==> config.mk <==
export PLATFORM = sky130hd
export DESIGN_NAME = lsu_ctrl
export DESIGN_NICKNAME = d
export VERILOG_FILES = /design/src/rtl/lsu_ctrl.sv
export SDC_FILE = /design/constraint.sdc
export NUM_CORES = 1
export LEC_CHECK = 0
export CORE_UTILIZATION = 41
export DETAILED_ROUTE_END_ITERATION = 12
export PLACE_DENSITY_LB_ADDON = 0.3
export SYNTH_ARGS = -nofsm -noshare
export SYNTH_HDL_FRONTEND = slang
export SYNTH_SLANG_ARGS = --single-unit
export TNS_END_PERCENT = 100
==> constraint.sdc <==
create_clock -name clk -period 2.16 [get_ports clk]
set_input_delay 0.432 -clock clk [delete_from_list [all_inputs] [get_ports clk]]
set_output_delay 0.432 -clock clk [all_outputs]
set_load 0.05 [all_outputs]
==> src/rtl/lsu_ctrl.sv <==
// lsu_ctrl: load/store unit between the RV32I MEM stage and a word-addressed
// data RAM. It handles one request at a time. It checks funct3 and alignment,
// then drives a lane-enabled word access and waits for mem_ready. Load data is
// returned sign- or zero-extended with a one-cycle done pulse. Rejected or
// timed-out accesses end with cpu_err and never touch memory contents.
module lsu_ctrl #(
    parameter int TIMEOUT = 15              // max REQ cycles without mem_ready, 1..255
) (
    input  logic        clk,
    input  logic        reset_n,
    input  logic        cpu_req,
    input  logic        cpu_we,
    input  logic [2:0]  cpu_funct3,
    input  logic [31:0] cpu_addr,
    input  logic [31:0] cpu_wdata,
    output logic        cpu_busy,
    output logic        cpu_done,
    output logic        cpu_err,
    output logic [31:0] cpu_rdata,
    output logic        mem_req,
    output logic        mem_we,
    output logic [3:0]  mem_be,
    output logic [31:0] mem_addr,
    output logic [31:0] mem_wdata,
    input  logic        mem_ready,
    input  logic [31:0] mem_rdata
);

    typedef enum logic [1:0] {
        S_IDLE = 2'd0,
        S_REQ  = 2'd1,
        S_RESP = 2'd2
    } state_t;

    localparam logic [7:0] CNT_LAST = 8'(TIMEOUT - 1);

    state_t      state_q, state_d;
    logic        we_q;
    logic [2:0]  f3_q;
    logic [31:0] addr_q;
    logic [31:0] wdata_q;
    logic        err_q;
    logic [7:0]  cnt_q;
    logic [31:0] rdata_q;

    logic        req_illegal;
    logic        req_misaligned;
    logic        req_reject;
    logic        timeout_hit;
    logic [3:0]  lane_be;
    logic [31:0] lane_wdata;
    logic [31:0] load_shifted;
    logic [31:0] load_fmt;

    // Classify the incoming request: illegal funct3 or misaligned address.
    always_comb begin
        if (cpu_we)
            req_illegal = cpu_funct3[2] || (cpu_funct3[1:0] == 2'b11);
        else
            req_illegal = (cpu_funct3 == 3'b011) || (cpu_funct3[2:1] == 2'b11);
        req_misaligned = ((cpu_funct3[1:0] == 2'b01) && cpu_addr[0]) ||
                         ((cpu_funct3[1:0] == 2'b10) && (cpu_addr[1:0] != 2'b00));
        req_reject     = req_illegal || req_misaligned;
    end

    // The wait counter reaching its last allowed value with no ready ends REQ.
    assign timeout_hit = (cnt_q == CNT_LAST) && !mem_ready;

    // State register.
    always_ff @(posedge clk or negedge reset_n) begin
        // NOTE: sequential state uses non-blocking assignments so every register
        // samples the pre-edge values, independent of statement order.
        if (!reset_n) state_q <= S_IDLE;
        else          state_q <= state_d;
    end

    // Next-state logic.
    always_comb begin
        // NOTE: default first so every path assigns state_d and no latch is inferred.
        state_d = state_q;
        unique case (state_q)
            S_IDLE: if (cpu_req) state_d = req_reject ? S_RESP : S_REQ;
            S_REQ:  if (mem_ready || timeout_hit) state_d = S_RESP;
            S_RESP: state_d = S_IDLE;
            default: state_d = S_IDLE;
        endcase
    end

    // Latch request fields on acceptance; track error status and the wait counter.
    always_ff @(posedge clk or negedge reset_n) begin
        if (!reset_n) begin
            we_q    <= 1'b0;
            f3_q    <= 3'b000;
            addr_q  <= 32'h0;
            wdata_q <= 32'h0;
            err_q   <= 1'b0;
            cnt_q   <= 8'h0;
        end else begin
            case (state_q)
                S_IDLE: begin
                    cnt_q <= 8'h0;
                    if (cpu_req) begin
                        we_q    <= cpu_we;
                        f3_q    <= cpu_funct3;
                        addr_q  <= cpu_addr;
                        wdata_q <= cpu_wdata;
                        err_q   <= req_reject;
                    end
                end
                S_REQ: begin
                    if (mem_ready)        err_q <= 1'b0;
                    else if (timeout_hit) err_q <= 1'b1;
                    else                  cnt_q <= cnt_q + 8'd1;
                end
                default: ;
            endcase
        end
    end

    // Byte lanes and replicated write data for the latched access size and offset.
    always_comb begin
        lane_be    = 4'b0000;
        lane_wdata = 32'h0;
        case (f3_q[1:0])
            2'b00: begin
                lane_be    = 4'b0001 << addr_q[1:0];
                lane_wdata = {4{wdata_q[7:0]}};
            end
            2'b01: begin
                lane_be    = addr_q[1] ? 4'b1100 : 4'b0011;
                lane_wdata = {2{wdata_q[15:0]}};
            end
            2'b10: begin
                lane_be    = 4'b1111;
                lane_wdata = wdata_q;
            end
            default: ;
        endcase
    end

    // Align the RAM word to the addressed byte and extend to 32 bits.
    always_comb begin
        load_shifted = mem_rdata >> {addr_q[1:0], 3'b000};
        case (f3_q)
            3'b000:  load_fmt = {{24{load_shifted[7]}},  load_shifted[7:0]};
            3'b001:  load_fmt = {{16{load_shifted[15]}}, load_shifted[15:0]};
            3'b100:  load_fmt = {24'h0, load_shifted[7:0]};
            3'b101:  load_fmt = {16'h0, load_shifted[15:0]};
            default: load_fmt = load_shifted;
        endcase
    end

    // Load result register: updated on a successful load, cleared on an erroring load.
    always_ff @(posedge clk or negedge reset_n) begin
        if (!reset_n) begin
            rdata_q <= 32'h0;
        end else if (state_q == S_IDLE) begin
            if (cpu_req && req_reject && !cpu_we) rdata_q <= 32'h0;
        end else if (state_q == S_REQ && !we_q) begin
            if (mem_ready)        rdata_q <= load_fmt;
            else if (timeout_hit) rdata_q <= 32'h0;
        end
    end

    // Outputs decoded from state; RAM-side fields are zero outside REQ.
    always_comb begin
        cpu_busy  = (state_q != S_IDLE);
        cpu_done  = (state_q == S_RESP);
        cpu_err   = (state_q == S_RESP) && err_q;
        cpu_rdata = rdata_q;
        mem_req   = (state_q == S_REQ);
        mem_we    = mem_req && we_q;
        mem_be    = mem_req ? lane_be : 4'b0000;
        mem_addr  = mem_req ? {addr_q[31:2], 2'b00} : 32'h0;
        mem_wdata = mem_we ? lane_wdata : 32'h0;
    end

endmodule
=== Word level (Yosys, flattened, before mapping) ===
Cells that the tools add are included.
Widths: inputs -> output; s select.

* Bits in writable memories: 0
* Bits in latches: 0
* Logic and storage cells: 83
* Memories kept: 0
* Bits of input ports: 104
* Memory bits (read-only): 0
* Bits in registers: 111
* Output and inout bits: 105

* Reductions and logical operators: 29
* Divide/modulo/power cells: 0
* Order comparisons: 0
* Shift-type cells: 2
* Bitwise operators: 0
* Add/sub/neg operators: 1
* Muxes and demuxes: 24
* Multiply operators: 0
* Equality and inequality tests: 19

{| class="wikitable"
|+ Operators with widths
! cell !! number
|-
| $mux 32 || 7
|-
| $pmux 32 s4 || 1
|-
| $pmux 32 s3 || 1
|-
| $shr 32x5->32 || 1
|-
| $mux 8 || 2
|-
| $pmux 8 s2 || 1
|-
| $pmux 4 s3 || 1
|-
| $eq 2x2->1 const B || 5
|-
| $reduce_and 3->1 || 3
|-
| $add 8x1->8 const B || 1
|-
| $eq 8x4->1 const B || 1
|-
| $logic_and 1x1->1 || 8
|-
| $mux 4 || 2
|-
| $reduce_bool 2->1 || 4
|-
| $eq 2x1->1 const B || 3
|-
| $eq 3x3->1 const B || 2
|-
| $mux 2 || 3
|-
| $ne 2x2->1 const B || 3
|-
| $logic_or 1x1->1 || 5
|-
| $logic_not 2->1 || 2
|-
| $mux 1 || 4
|-
| $ne 2x1->1 const B || 2
|-
| $pmux 2 s2 || 1
|-
| $reduce_and 2->1 || 2
|-
| 8 further kinds || 10
|}

=== Logic depth before layout (Yosys ltp) ===
Gate-level depths: netlist of run 1.

* Word-level depth: 8
* Gate-level depth with buffers: 7
* Mapped depth without buffers: 6

=== Worst setup path after synthesis of run 1 ===
No wires, ideal clock.

* Path type: reg2out
* Start: register state_q[1]
* End: output mem_addr[22]
* Buffers on the path: 2
* Cell stages (with the launch flop): 6
* Setup slack: -0.261 ns
* Arrival time: 1.989 ns
* Required time: 1.728 ns
* Cells stage by stage: dfrtp_1 -> nand2b_1 -> clkbuf_1 -> inv_1 -> clkbuf_1 -> and2_1

* Word-level cells in the longest chain between the ends: 2

{| class="wikitable"
|+ Ends and longest elaborated chain
! what !! line !! text
|-
| start: declaration || 37 || <nowiki>state_t state_q, state_d;</nowiki>
|-
| start signal: assignment || 74 || <nowiki>else state_q <= state_d;</nowiki>
|-
| $eq 2x1->1 || 171 || <nowiki>mem_req = (state_q == S_REQ);</nowiki>
|-
| net mem_req || 20 || <nowiki>output logic mem_req,</nowiki>
|-
| $mux 32 || 174 || <nowiki>mem_addr = mem_req ? {addr_q[31:2], 2'b00} : 32'h0;</nowiki>
|-
| end: declaration || 23 || <nowiki>output logic [31:0] mem_addr,</nowiki>
|}

The timed path passes the listed nets, and every way through them passes these cells.

=== Final worst setup path of run 1 ===
* Start: register f3_q[1]
* End: output mem_wdata[27]

* Word-level cells in the longest chain between the ends: 3
* Elaborated cells on any way between the ends: 5
* Those cells by class: eq/ne (2); mux (2); reduce/logical (1)

{| class="wikitable"
|+ Ends and longest elaborated chain
! what !! line !! text
|-
| start: declaration || 39 || <nowiki>logic [2:0] f3_q;</nowiki>
|-
| start signal: assignment || 104 || <nowiki>f3_q <= cpu_funct3;</nowiki>
|-
| $eq 2x2->1 (tied with other cells) || 124 || <nowiki>case (f3_q[1:0])</nowiki>
|-
| $pmux 32 s3 (*) || 124 ||
|-
| $mux 32 (*) || 175 || <nowiki>mem_wdata = mem_we ? lane_wdata : 32'h0;</nowiki>
|-
| end: declaration || 24 || <nowiki>output logic [31:0] mem_wdata,</nowiki>
|}

Every way passes the cells marked *; elsewhere a longest branch is shown, timed or not.

==> impl_metrics.tcl, run 1 <==
set metrics [dict create \
    critical_path.max_stage_delay_ps 450 \
    reg2regPathDepth 5 \
    drc 0 \
    layout_common_cells "214 x nand2_1, 134 x clkdlybuf4s50_1, 108 x dfrtp_1" \
    synth.area.top_cells "dfrtp_1 48%, nand2_1 14%, a21oi_1 3.8%" \
    place_ws_ps -341 \
    timing.fmax_ghz 0.462 \
    worst_slew_pin_slew_ps 748 \
    wire_per_inst_um 17.6 \
    core_sq_um 13500 \
    synth_seq_area_share_pct 48.4 \
    cp.required_ps 1730 \
    wl_mm 18.5 \
    p_total_mw 9.41 \
    yosysTopAreaCell "dfrtp_1" \
    fin_crit_sh_pct 100 \
    vias_per_cell 5.39 \
    cts_tree "done" \
    io_buffers 206 \
    insertion_delay_ps 350 \
    synth_edf_count 0 \
    start_kind "flop" \
    yosysWarningCount 0 \
    finalSetupTns_ps -11.3 \
    hold_viol 0 \
    grt_pass1_vias 5611 \
    vdd_ir_drop_max_mv 0.425 \
    fp.dieH_um 120 \
    grt_first_pass_wirelength_mm 29.2 \
    path_max_fanout 16 \
    maxSlewViolCount 0 \
    cts_buffers 9 \
    num_vias 5684 \
    place_area_sq_um 8870 \
    fin_ws_ps -6.27 \
    r2r-start "state_q[0]" \
    design_area_sq_um 9570 \
    die_w_um 120 \
    clk_pin_slew_ps 70 \
    track_usage_pct 25.7 \
    r2r_slack_ps 140 \
    layout-drive-gt1-share_pct 23.8 \
    status "finished with violations" \
    max-clock-path-buffers 2 \
    placementRows 42 \
    synth_seq_cells 111 \
    drv_cap 0 \
    violations "negative setup slack" \
    setup-violations-final 3 \
    synth_cell_type_count 49 \
    hold_class "input port to async pin" \
    start_util_pct 42.6 \
    place.gp.congestion 0.913 \
    num_io_pins 209 \
    cts_sinks 111 \
    power_density_nw_per_um2 983 \
    final_common_cell "nand2_1" \
    syn-cell-area_sq_um 5740 \
    skew_ps 5.89 \
    synth_flop_cell "dfrtp_1" \
    cts_root_buf "clkbuf_16" \
    rsz0062_at_grt "true" \
    arrival_ps 1730 \
    crit_path_frequent_cell "buf_12" \
    slowest_stage "dfrtp_2" \
    p_leak_nw 4.33 \
    async_flop_share_pct 100 \
    avgSynthCellArea_sq_um 8.69 \
    antenna_found_initial 3 \
    fin_nets 976 \
    dr.pass1.iters 5 \
    reg2reg_to "cpu_rdata[24]" \
    path_buf_inv 3 \
    fin_crit_ps 2170 \
    synthesis.instances 660 \
    synth.top_cell.area_share_pct 48.4 \
    worstPathCellList "buf_12, buf_6, a21oi_1, a2bb2oi_2, nor2_4, buf_12" \
    drt_iter0_markers 471 \
    setup.worst_path.end_class "output pin" \
    areaGrowthSynthToFinish_pct 66.8 \
    path_class "flop to output pin" \
    relSlewSlack_pct 50.1 \
    cp_top_family "buffers and inverters" \
    grt_max_degree 112 \
    postRouteAntennaNets 0 \
    grt-ovfl-total 0 \
    dp_hpwl_mm 13.1 \
    holdWs_ps 160 \
    ctsHtreeMaxLevel 3 \
    die-area_sq_um 14500 \
]
[stage by stage]
step	instances	util (%)
finish	1054	71.1
global route	1052	71.1
CTS	1050	69.9
detailed placement	1026	65.9
global placement	1026	65.9
floorplan	661	-
[registers in the layout (all words and copies together), names as in the netlist]
signal	cells
we_q	1
f3_q	3
state_q	2
cpu_rdata	32
wdata_q	32
cnt_q	8
addr_q	32
err_q	1
[cell usage after synthesis (all sizes together), types with 2 or more instances]
master,count
dfrtp,111
nand2b,2
inv,7
o21a,2
nand3,6
nor2,42
nor3,2
clkbuf,39
nor2b,16
and2,33
nand2,215
a22o,10
a221o,16
and3,9
buf,12
o21ai,11
o2bb2ai,8
a2bb2oi,16
nor4,3
ha,2
a211o,2
mux2,12
a21oi,44
mux2i,16
nand3b,2
o211ai,2
[how the worst max path moves through the flow]
stage,from,to,slack [ps],depth (start not counted)
final,f3_q[1],mem_wdata[27],-6,6
after global routing,f3_q[1],mem_wdata[12],-80,6
after CTS,f3_q[1],mem_wdata[9],1,6
after detailed placement,cpu_req,cpu_rdata[24],-340,6
after global placement,cpu_req,cpu_rdata[25],-310,6
after floorplan,f3_q[0],mem_wdata[14],-250,6
[what timing repair did]
action,in CTS,in global routing
hold buffers,0,0
setup buffers,7,1
pin swaps,3,5
cloned,1,0
endpoints found under the setup margin,66,75
endpoints found under the hold margin,0,0
gates resized for setup,37,41
[final cells by class]
class                   count  area, sq um
well taps                 176          220
multi-input cells         492         2990
clock buffers              11          253
diodes                      3         7.51
repair buffers            249         3210
inverters                   7         26.3
fillers                   973         3880
flip-flops and latches    111         2780
clock inverters             5         80.1
[kinds of logic after synthesis]
family	Yosys count	share of synthesized area, %
buf+inv	58	4.12
mux	28	5.15
other cells	1	0.0654
fa+ha+maj	2	0.436
simple gates	337	25.7
compound gates	123	16.1
flops	111	48.4
[report_power, final]
part | switching [mW] | internal, mW
clock network | 0.765 | 1.08
logic | 2.59 | 1.89
registers | 0.433 | 2.65
total | 3.79 | 5.62
[per-layer routing]
layer	vias to the layer above	GRT usage, %	part of all wire [%]
met5	-	0	0
met4	0	12.1	3.3
met3	45	8.30	9.6
met2	279	40.9	47
met1	2710	31.7	40
li1	2650	-	-
[worst reg2reg max path: cells and delay by family (launching register included)]
kind | cells | cell delay (ps)
AOI/OAI and AO/OA | 3 | 780
buffers and inverters | 1 | 190
DFF | 1 | 440
and+or+nand+nor | 1 | 490
(Power assumes the default switching activity.)
==> run 2: changes to the inputs <==
CTS_CLUSTER_DIAMETER = 100   (was default)
SLEW_MARGIN = 25   (was default)
==> results of run 2 <==
Final layout, timing and power as in run 1 (identical DEF).
